**src/rtl/seq_serializer_if.sv**
```systemverilog
// Upstream word handshake for the serializer: the producer (master) offers a
// word with data_valid, and the serializer (slave) takes it when data_ready is high.
interface seq_serializer_if #(
    parameter int WIDTH = 8
) ();
    logic [WIDTH-1:0] data_in;
    logic             data_valid;
    logic             data_ready;

    modport master (
        output data_in,
        output data_valid,
        input  data_ready
    );

    modport slave (
        input  data_in,
        input  data_valid,
        output data_ready
    );
endinterface

```
**src/rtl/seq_serializer.sv**
```systemverilog
// Parallel-to-serial front end for the serial sequence detector.
// A one-word holding register sits in front of the shifter, so a new word can
// be loaded on the same edge that the last bit of the current word retires.
// As a result, back-to-back words stream with no idle bit between them.
module seq_serializer #(
    parameter int   WIDTH     = 8,
    parameter bit   MSB_FIRST = 1'b1,
    parameter logic IDLE_BIT  = 1'b0
) (
    input  logic               clk,
    input  logic               rst,
    seq_serializer_if.slave    up,
    output logic               seq_out,
    output logic               seq_valid,
    output logic               busy,
    output logic [15:0]        words_sent
);
    localparam int CNT_W = $clog2(WIDTH);
    localparam logic [CNT_W-1:0] CNT_LAST = CNT_W'(WIDTH - 1);

    typedef enum logic {
        IDLE,
        SHIFT
    } state_t;

    state_t             state_q, state_d;
    logic [WIDTH-1:0]   hold_q, hold_d;
    logic               hold_full_q, hold_full_d;
    logic [WIDTH-1:0]   sh_q, sh_d;
    logic [CNT_W-1:0]   cnt_q, cnt_d;
    logic [15:0]        words_q, words_d;

    logic               cur_bit;
    logic [WIDTH-1:0]   sh_shifted;
    logic               accept;

    // Shift direction only changes which end of sh is presented and
    // which way the register moves.
    generate
        if (MSB_FIRST) begin : g_msb_first
            assign cur_bit    = sh_q[WIDTH-1];
            assign sh_shifted = {sh_q[WIDTH-2:0], 1'b0};
        end else begin : g_lsb_first
            assign cur_bit    = sh_q[0];
            assign sh_shifted = {1'b0, sh_q[WIDTH-1:1]};
        end
    endgenerate

    // data_ready depends only on registered state (and reset), never on data_valid.
    assign up.data_ready = !hold_full_q && !rst;
    assign accept        = up.data_valid && up.data_ready;

    assign seq_valid  = (state_q == SHIFT);
    assign seq_out    = (state_q == SHIFT) ? cur_bit : IDLE_BIT;
    assign busy       = (state_q == SHIFT) || hold_full_q;
    assign words_sent = words_q;

    // Next-state logic: accept into hold, load the shifter, advance bits, count words.
    always_comb begin
        state_d     = state_q;
        hold_d      = hold_q;
        hold_full_d = hold_full_q;
        sh_d        = sh_q;
        cnt_d       = cnt_q;
        words_d     = words_q;

        // Accept and load never coincide: accept needs hold empty, load needs it full.
        if (accept) begin
            hold_d      = up.data_in;
            hold_full_d = 1'b1;
        end

        case (state_q)
            IDLE: begin
                if (hold_full_q) begin
                    sh_d        = hold_q;
                    cnt_d       = '0;
                    hold_full_d = 1'b0;
                    state_d     = SHIFT;
                end
            end
            SHIFT: begin
                if (cnt_q == CNT_LAST) begin
                    words_d = words_q + 16'd1;
                    if (hold_full_q) begin
                        sh_d        = hold_q;
                        cnt_d       = '0;
                        hold_full_d = 1'b0;
                    end else begin
                        state_d = IDLE;
                    end
                end else begin
                    sh_d  = sh_shifted;
                    cnt_d = cnt_q + CNT_W'(1);
                end
            end
            default: state_d = IDLE;
        endcase
    end

    // State registers. Reset discards any held or partly shifted word.
    always_ff @(posedge clk) begin
        if (rst) begin
            state_q     <= IDLE;
            hold_q      <= '0;
            hold_full_q <= 1'b0;
            sh_q        <= '0;
            cnt_q       <= '0;
            words_q     <= '0;
        end else begin
            state_q     <= state_d;
            hold_q      <= hold_d;
            hold_full_q <= hold_full_d;
            sh_q        <= sh_d;
            cnt_q       <= cnt_d;
            words_q     <= words_d;
        end
    end
endmodule
```
**src/flat_wrapper.sv**
```systemverilog
// flat-port wrapper written by rule: the top's interface ports become plain ports
module seq_serializer_flat 
#(
    parameter int   WIDTH     = 8,
    parameter bit   MSB_FIRST = 1'b1,
    parameter logic IDLE_BIT  = 1'b0
)
  (clk, rst, seq_out, seq_valid, busy, words_sent, up_data_in, up_data_valid, up_data_ready);
  seq_serializer_if #(.WIDTH(WIDTH)) up_i ();
  input  logic clk;
  input  logic rst;
  output logic seq_out;
  output logic seq_valid;
  output logic busy;
  output logic [15:0] words_sent;
  input wire logic [$bits(up_i.data_in)-1:0] up_data_in;
  input wire logic [$bits(up_i.data_valid)-1:0] up_data_valid;
  output wire logic [$bits(up_i.data_ready)-1:0] up_data_ready;
  assign up_i.data_in = up_data_in;
  assign up_i.data_valid = up_data_valid;
  assign up_data_ready = up_i.data_ready;
  seq_serializer #(.WIDTH(WIDTH), .MSB_FIRST(MSB_FIRST), .IDLE_BIT(IDLE_BIT)) u_core (.clk(clk), .rst(rst), .up(up_i), .seq_out(seq_out), .seq_valid(seq_valid), .busy(busy), .words_sent(words_sent));
endmodule
```
**config.mk**
```make
export PLATFORM = sky130hd
export DESIGN_NAME = seq_serializer_flat
export DESIGN_NICKNAME = d
export VERILOG_FILES = /design/src/rtl/seq_serializer_if.sv /design/src/rtl/seq_serializer.sv /design/src/flat_wrapper.sv
export SDC_FILE = /design/constraint.sdc
export NUM_CORES = 1
export LEC_CHECK = 0
export BUFFER_PORTS_ARGS = -buffer_cell sky130_fd_sc_hd__buf_2
export CORE_MARGIN = 2
export CORE_UTILIZATION = 30
export CTS_CLUSTER_SIZE = 24
export DETAILED_ROUTE_END_ITERATION = 12
export PLACE_DENSITY = 0.5
export SYNTH_ARGS = -nofsm -noshare
export SYNTH_HDL_FRONTEND = slang
export SYNTH_SLANG_ARGS = --single-unit
```
**constraint.sdc**
```tcl
create_clock -name clk -period 1.9 [get_ports clk]
set_input_delay 0.38 -clock clk [delete_from_list [all_inputs] [get_ports clk]]
set_output_delay 0.38 -clock clk [all_outputs]
set_load 0.05 [all_outputs]
```
; Yosys cells after proc, flatten, opt, wreduce, memory -nomap -nowiden
; Cells that the tools add are included.
[word_totals]
ff_bits = 37
inputBits = 11
out_inout_bits = 20
elab_cells = 30
[op_classes]
addsub = 2
n_eq_ne = 1
mux = 14
bitwise = 1
n_reduce_logical = 6
[op_table]
columns = op, count
row1 = $add A16 B1 Y16 const B, 1
row2 = $mux W8, 2
row3 = $pmux W8 S2, 1
row4 = $mux W1, 6
row5 = $mux W3, 2
row6 = $pmux W3 S2, 1
row7 = $pmux W1 S2, 2
row8 = $add A3 B1 Y3 const B, 1
row9 = $eq A3 B3 Y1 const B, 1
row10 = $logic_and A1 B1 Y1, 2
row11 = $logic_not A1 Y1, 2
row12 = $reduce_and A2 Y1, 1
row13 = $logic_or A1 B1 Y1, 1
row14 = $not A1 Y1, 1

; Depth between registers and ports, before layout
; Gate-level depths: netlist of run 1.
[logic_depth]
word_depth = 7
mapped_depth = 7
mapped_depth_nobuf = 6

; Worst setup path before layout of run 1
; Ideal clock, no wire load.
[synth_path]
path_type = register to register
from = reg u_core.words_q[2], in the netlist u_core.words_sent[2]
to = reg u_core.words_q[15], in the netlist u_core.words_sent[15]
setup_time_ns = 0.121
t_arrival_ns = 2.087
required_ns = 1.779
slack_ns = -0.309
stages_incl_launch_ff = 5
n_path_buf = 0
synth_period_minus_slack_ns = 2.209
path_cell_list = dfxtp_1 > nand4_2 > or4_1 > or3_1 > mux2_4
[synth_between]
elab_chain_len = 1
[synth_lines]
columns = element, line
row1 = from (decl), seq_serializer.sv:31  ; logic [15:0] words_q, words_d;
row2 = from (signal assigned), seq_serializer.sv:116  ; words_q <= words_d;
row3 = $add A16 B1 Y16, seq_serializer.sv:84  ; words_d = words_q + 16'd1;
; No other way between the ends.
; A chain may end at the register's enable or synchronous reset.

; Worst setup path after layout of run 1
[layout_path]
from = reg u_core.cnt_q[0]
to = reg u_core.words_q[15], in the netlist u_core.words_sent[15]
[layout_between]
elab_chain_len = 2
[layout_lines]
columns = element, line
row1 = from (decl), seq_serializer.sv:30  ; logic [CNT_W-1:0] cnt_q, cnt_d;
row2 = from (signal assigned), seq_serializer.sv:115  ; cnt_q <= cnt_d;
row3 = $eq A3 B3 Y1, seq_serializer.sv:83  ; if (cnt_q == CNT_LAST) begin
row4 = $reduce_and A2 Y1 (no source line), n/a
; No other way between the ends.

==> summary.md, run 1 <==
| Metric | Value |
|---|---|
| Status | `finished clean` |
| Final worst path period share | `0.979` |
| Remaining global-route overflow | `0` |
| Min Tclk post-route | `around 1.9 ns` |
| Cell taking the most area after synthesis | `dfxtp_1` |
| Area of the die | `~6000 sq um` |
| Starting Density | `0.313` |
| Die height | `between 70 and 80 microns` |
| GRT Total Usage | `0.118` |
| Post-synth ARST share | `0` |
| Worst-path clk slew | `0.08 ns` |
| FMAX | `approximately 540 MHz` |
| Slew Limit Fails | `0` |
| Worst path arrival time | `2.04 ns` |
| Cell Area, Placed | `1940 sq um` |
| Met3 WL | `between 100 and 150 microns` |
| Multi-input gate area | `861 sq um` |
| Synth Register Bits | `37` |
| Area delta synth->final | `28.9%` |
| Final Setup Violations | `0` |
| Slowest stage delay, CP | `slightly below 0.4 ns` |
| Initial antenna violation count | `0` |
| Synth top area cells | `dfxtp_1 (46%), nor2_1 (6.5%), mux2i_1 (6.2%)` |
| Number of global-route vias before repair | `1205` |
| Total Wirelength | `about 3300 microns` |
| Startpoint types | `flip-flop` |
| Core region area | `5140 sq um` |
| Synth Flop Type | `dfxtp_1` |
| Vias per Instance | `about 4.5` |
| Critical Path RT | `2.08 ns` |
| RD Place Congestion | `between 0.7 and 0.8` |
| Largest net degree at the start of global routing | `28` |
| DRC | `0` |
| Kind of critical path | `reg -> reg` |
| Leakage | `roughly 0.87 nW` |
| Count of cell types in the netlist | `31` |
| Crit Path Max Fanout | `3` |
| Skew final | `0.00627 ns` |
| Cell row count | `26` |
| Fin. Hold Viols | `0` |
| Power per Cell Area | `766 nW/um^2` |
| Setup TNS | `0 ns` |
| Post-layout util | `0.403` |
| Syn nets | `a little under 200` |
| CTS tree | `done` |
| Register Area | `between 700 and 800 sq um` |
| Uppermost layer routed | `met4` |
| Global-route wire length before repair | `~5600 microns` |
| Nets@finish | `235` |
| I/O Pins | `31` |
| Total CTS buffers | `5` |
| Crit-path slowest cell | `or4_1` |
| Peak supply drop | `between 0.0003 and 0.0004 V` |
| Area share of the leading cell type in the synthesized netlist | `0.461` |
| DIE WIDTH | `~77 microns` |
| Worst-path cell chain | `ha_4 > ha_4 > nand2_4 > or4_1 > or3_4 > mux2_4` |
| CP dominant cell by count | `ha_4` |
| Per-cell routed wire length | `roughly 12 microns` |
| YS warnings | `0` |
| Slew @ Worst Pin | `slightly above 0.6 ns` |
| Max-Cap Viols | `0` |
| Total number of vias | `1314` |
| Commonest cells in the netlist | `dfxtp_1 (37), nor2_1 (28), nand2_1 (22)` |
| Register area share after synthesis | `0.461` |
| Largest buffer count on any clock path | `2` |
| H-Tree Depth | `2` |
| CTS root buffer | `clkbuf_8` |
| Met2 WL post-DR | `about 1500 microns` |
| FILL cells | `roughly 560` |
| Critical path buffers and inverters | `0` |
| Share of layout cells above drive strength 1 | `0.326` |
| Port Buffer Count | `30` |
| Clk sinks | `37` |
| Slew headroom | `0.591` |
| DRT Pass-1 Iters | `4` |
| # diodes | `0` |
| Avg Cell Area, Syn | `between 8 and 9 sq um` |
| 1st-iter DRT viols | `36` |
| Post-synthesis cell count | `about 180` |
| DP Wirelength | `2410 microns` |
| Crit. End Element | `flip-flop` |
| Antenna viol nets, final | `0` |
| Top delay family on crit path | `simple AND/OR/NAND/NOR gates` |
| Met1 WL | `1680 microns` |
| Final hold slack | `0.314 ns` |
| Hold Crit Class | `in -> reg` |
| Mapped Area | `1610 sq um` |
| Worst-Skew Late Latency | `between 0.2 and 0.3 ns` |
| Top-count cell post-synth | `dfxtp_1` |
| Final instance area | `approximately 2100 sq um` |
| RSZ-0062 raised after global routing | `yes` |
| Post-synth EDFFs | `0` |
==> worst register-to-register path: stages (launching register included) <==
cell	delay, ns
dfxtp_2	0.36
ha_4	0.14
ha_4	0.13
nand2_4	0.05
or4_1	0.39
or3_4	0.39
mux2_4	0.29
==> final cells by class <==
cell class / instances / share of cell area
Sequential cell: 37 / 0.375
Multi-Input combinational cell: 133 / 0.415
Tap cell: 70 / 0.0423
Clock inverter: 2 / 0.00785
Timing Repair Buffer: 40 / 0.109
Inverter: 3 / 0.00543
Clock buffer: 6 / 0.0453
==> repair_timing <==
action,in CTS,in global routing
setup buffers,0,1
hold buffers,0,0
endpoints found under the setup margin,0,4
endpoints found under the hold margin,0,0
resized for setup,0,3
==> registers in the layout, summed over array words and instances, names as in the netlist <==
signal,flops
u_core.sh_q,8
u_core.hold_q,8
u_core.hold_full_q,1
u_core.cnt_q,3
u_core.words_sent,16
u_core.seq_valid,1
==> path summary, 6_finish.rpt <==
kind | startpoint | endpoint | slack [ns] | cells after the start
setup / recovery | u_core.cnt_q[0] | u_core.words_sent[15] | 0.04 | 6
setup reg to reg | u_core.cnt_q[0] | u_core.words_sent[15] | 0.04 | 6
hold / removal | up_data_in[2] | u_core.hold_q[2] | 0.31 | 3
hold reg to reg | u_core.hold_q[1] | u_core.hold_q[1] | 0.46 | 2
==> power breakdown <==
group          internal [W]  leakage (nW)  total, W  switching (W)
clock network      0.000340        0.0525  0.000633       0.000293
registers          0.000793         0.310  0.000815      0.0000224
logic             0.0000529         0.512  0.000139      0.0000856
==> logic make-up after synthesis <==
family          share of synthesized area
simple gates                        0.256
fa+ha+maj                          0.0311
compound gates                     0.0794
xor+xnor                           0.0599
flops                               0.461
mux                                0.0786
buf+inv                            0.0342
==> stage by stage <==
| stage | total power, W | setup WS (ns) | instances |
|---|---|---|---|
| after floorplan | 0.000932 | 0.0133 | 182 |
| after detailed placement | 0.000974 | 0.0442 | 282 |
| after global placement | 0.000974 | 0.0567 | 282 |
| after global routing | 0.00166 | -0.0113 | 291 |
| after CTS | 0.00162 | 0.0272 | 290 |
| final | 0.00159 | 0.0404 | 291 |
==> layer usage <==
metal  vias up  global-route usage
met2        20               0.184
li1        697                   -
met3         4              0.0400
met5         -                   0
met1       593               0.151
met4         0              0.0429
==> cell usage in the layout (no fill, tap or decap), types with 2 or more instances in the layout <==
cell      synthesis  routed
buf_2             0      30
nor2_1           28      28
dfxtp_1          37      24
nand2_1          22      22
a21oi_1          13      13
mux2i_1          10      10
buf_4             0      10
dfxtp_4           0       8
xnor2_1           7       7
a211oi_1          7       7
nor2b_1           5       5
clkbuf_8          1       5
dfxtp_2           0       5
nand4_1           4       4
nand3_1           4       4
xor2_1            4       4
inv_1             3       3
or3_1             4       3
nor3_1            3       3
and2_1            2       2
nand2b_1          2       2
o21ai_0           2       2
ha_1              4       2
ha_4              0       2
Note: power is estimated with default switching activity, not from simulation.
==> run 2, diff against run 1 <==
Settings changed: CORE_UTILIZATION 30 to 48, PLACE_DENSITY 0.5 to 0.74.
==> run 2 against run 1 <==
Net effect: clock skew about the same; critical path type unchanged; register-to-register slack got worse by 0.03 ns; sequential power about the same; hold slack lost 0.055 ns; cell count decreased by 8.6%; sequential share of layout area is 1.3 points higher; first-iteration DRC count grew 42%; fmax down 1.7%; global-route usage is 6.5 points higher.
==> summary.md, run 2 (synthesis gave the netlist of run 1 again) <==
| Metric | Value |
|---|---|
| I/O Pins | `31` |
| DIE WIDTH | `approximately 62 microns` |
| Leading cell types in the layout, fill and taps excluded | `buf_2 (30), nor2_1 (28), dfxtp_1 (24), nand2_1 (22), a21oi_1 (12)` |
| Slew headroom | `0.628` |
| Cell Area, Placed | `roughly 1900 sq um` |
| Worst setup path start | `u_core.cnt_q[0]` |
| Startpoint types | `flip-flop` |
| Worst-Skew Late Latency | `approximately 0.34 ns` |
| Clk sinks | `37` |
| Peak supply drop | `0.000525 V` |
| Slew @ Worst Pin | `0.558 ns` |
| Post-layout util | `0.610` |
| DP Wirelength | `about 2200 microns` |
| Remaining global-route overflow | `0` |
| Leakage | `between 0.8 and 0.9 nW` |
| Worst path arrival time | `2.13 ns` |
| RSZ-0062 raised after global routing | `yes` |
| 1st-iter DRT viols | `51` |
| Core region area | `3280 sq um` |
| Power per Cell Area | `712 nW/um^2` |
| CTS tree | `done` |
| Total Wirelength | `roughly 3300 microns` |
| Hold_buf cts | `0` |
| Share of layout cells above drive strength 1 | `0.327` |
| Fin. Hold Viols | `0` |
| RD Place Congestion | `0.695` |
| Total number of vias | `around 1300` |
| Min Tclk post-route | `1.89 ns` |
| DRC | `0` |
| Skew final | `approximately 0.0066 ns` |
| Met3 Use GR | `0.0435` |
| Area of the die | `3830 sq um` |
| FF-to-FF Start | `u_core.cnt_q[0]` |
| Largest net degree at the start of global routing | `29` |
| Final Setup Violations | `0` |
| GRT met2 Usage | `0.290` |
| GRT Total Usage | `0.183` |
| Kind of critical path | `reg -> reg` |
| Starting Density | `0.490` |
| Vias per Instance | `about 4.9` |
| Final Power | `roughly 0.0014 W` |
| CTS root buffer | `clkbuf_4` |
| Global-route wire length before repair | `approximately 5100 microns` |
| Cell row count | `21` |
| Port Buffer Count | `30` |
| Per-cell routed wire length | `around 12 microns` |
| Final worst path period share | `0.995` |
| M1 GR Usage | `0.234` |
| Initial antenna violation count | `0` |
| Largest buffer count on any clock path | `2` |
| Worst-path clk slew | `approximately 0.11 ns` |
| Die height | `approximately 62 microns` |
| Top Usage Layer GRT | `met2` |
| Antenna viol nets, final | `0` |
| Area delta synth->final | `24.5%` |
| DP Worst Slack | `0.0221 ns` |
| Total CTS buffers | `5` |
| PnR worst setup slack | `just over 0.009 ns` |
| DRT Pass-1 Iters | `4` |
| Number of global-route vias before repair | `about 1200` |
| Most common cell after layout, fill and taps aside | `buf_2` |
| FILL cells | `approximately 290` |
| Largest register FFs | `16` |
| Slew Limit Fails | `0` |
| Max-Cap Viols | `0` |
| Status | `finished clean` |
| Hold Crit Class | `in -> reg` |
| Crit. End Element | `flip-flop` |
| # diodes | `0` |
| H-Tree Depth | `2` |
| Final instance area | `between 2000 and 2500 sq um` |
| Nets@finish | `235` |
| Crit Path Max Fanout | `4` |
| FMAX | `roughly 530 MHz` |
| Critical Path RT | `between 2 and 2.5 ns` |
| Hold_sp | `up_data_in[3]` |
## run 2: final timing paths
path | to | slack, ns | cells after the start
worst max-delay path | u_core.words_sent[15] | 0.009 | 6
worst min-delay path | u_core.hold_q[3] | 0.26 | 3
worst min register to register | u_core.hold_q[4] | 0.46 | 2
worst max register to register | u_core.words_sent[15] | 0.009 | 6
## run 2: routing by layer
metal / vias up / routed length, microns
met5: - / 0
met4: 0 / 63
met3: 8 / 139
met2: 32 / 1470
met1: 581 / 1590
li1: 691 / -
## run 2: critical path, stage by stage, from the launching register on
cell and delay (ns):
dfxtp_2 0.38, ha_4 0.15, ha_4 0.13, nand2_4 0.05
or4_1 0.40, or3_4 0.38, mux2_4 0.30
## run 2: cell type report
class / count / area [sq um] / area share
clock buffers: 6 / 62.6 / 0.0313
well taps: 46 / 57.6 / 0.0287
multi-input cells: 133 / 863 / 0.431
flip-flops and latches: 37 / 777 / 0.388
repair buffers: 40 / 225 / 0.113
clock inverters: 1 / 5.00 / 0.00250
inverters: 3 / 11.3 / 0.00563
## run 2: power breakdown
group | internal [W] | switching [W]
sequential | 0.000793 | 0.0000226
combinational | 0.0000517 | 0.0000847
clock | 0.000215 | 0.000259
## run 2: stage by stage
| step | TNS [ns] | std cells | hold slack [ns] |
|---|---|---|---|
| floorplan | 0 | 182 | 0.436 |
| global placement | 0 | 256 | 0.446 |
| detailed placement | 0 | 256 | 0.450 |
| CTS | 0 | 263 | 0.255 |
| global route | -0.0499 | 266 | 0.272 |
| finish | 0 | 266 | 0.259 |
## run 2: timing repair
item,4_1_cts,5_1_grt
setup endpoints to repair,0,3
setup buffers,0,3
resized for setup,0,4
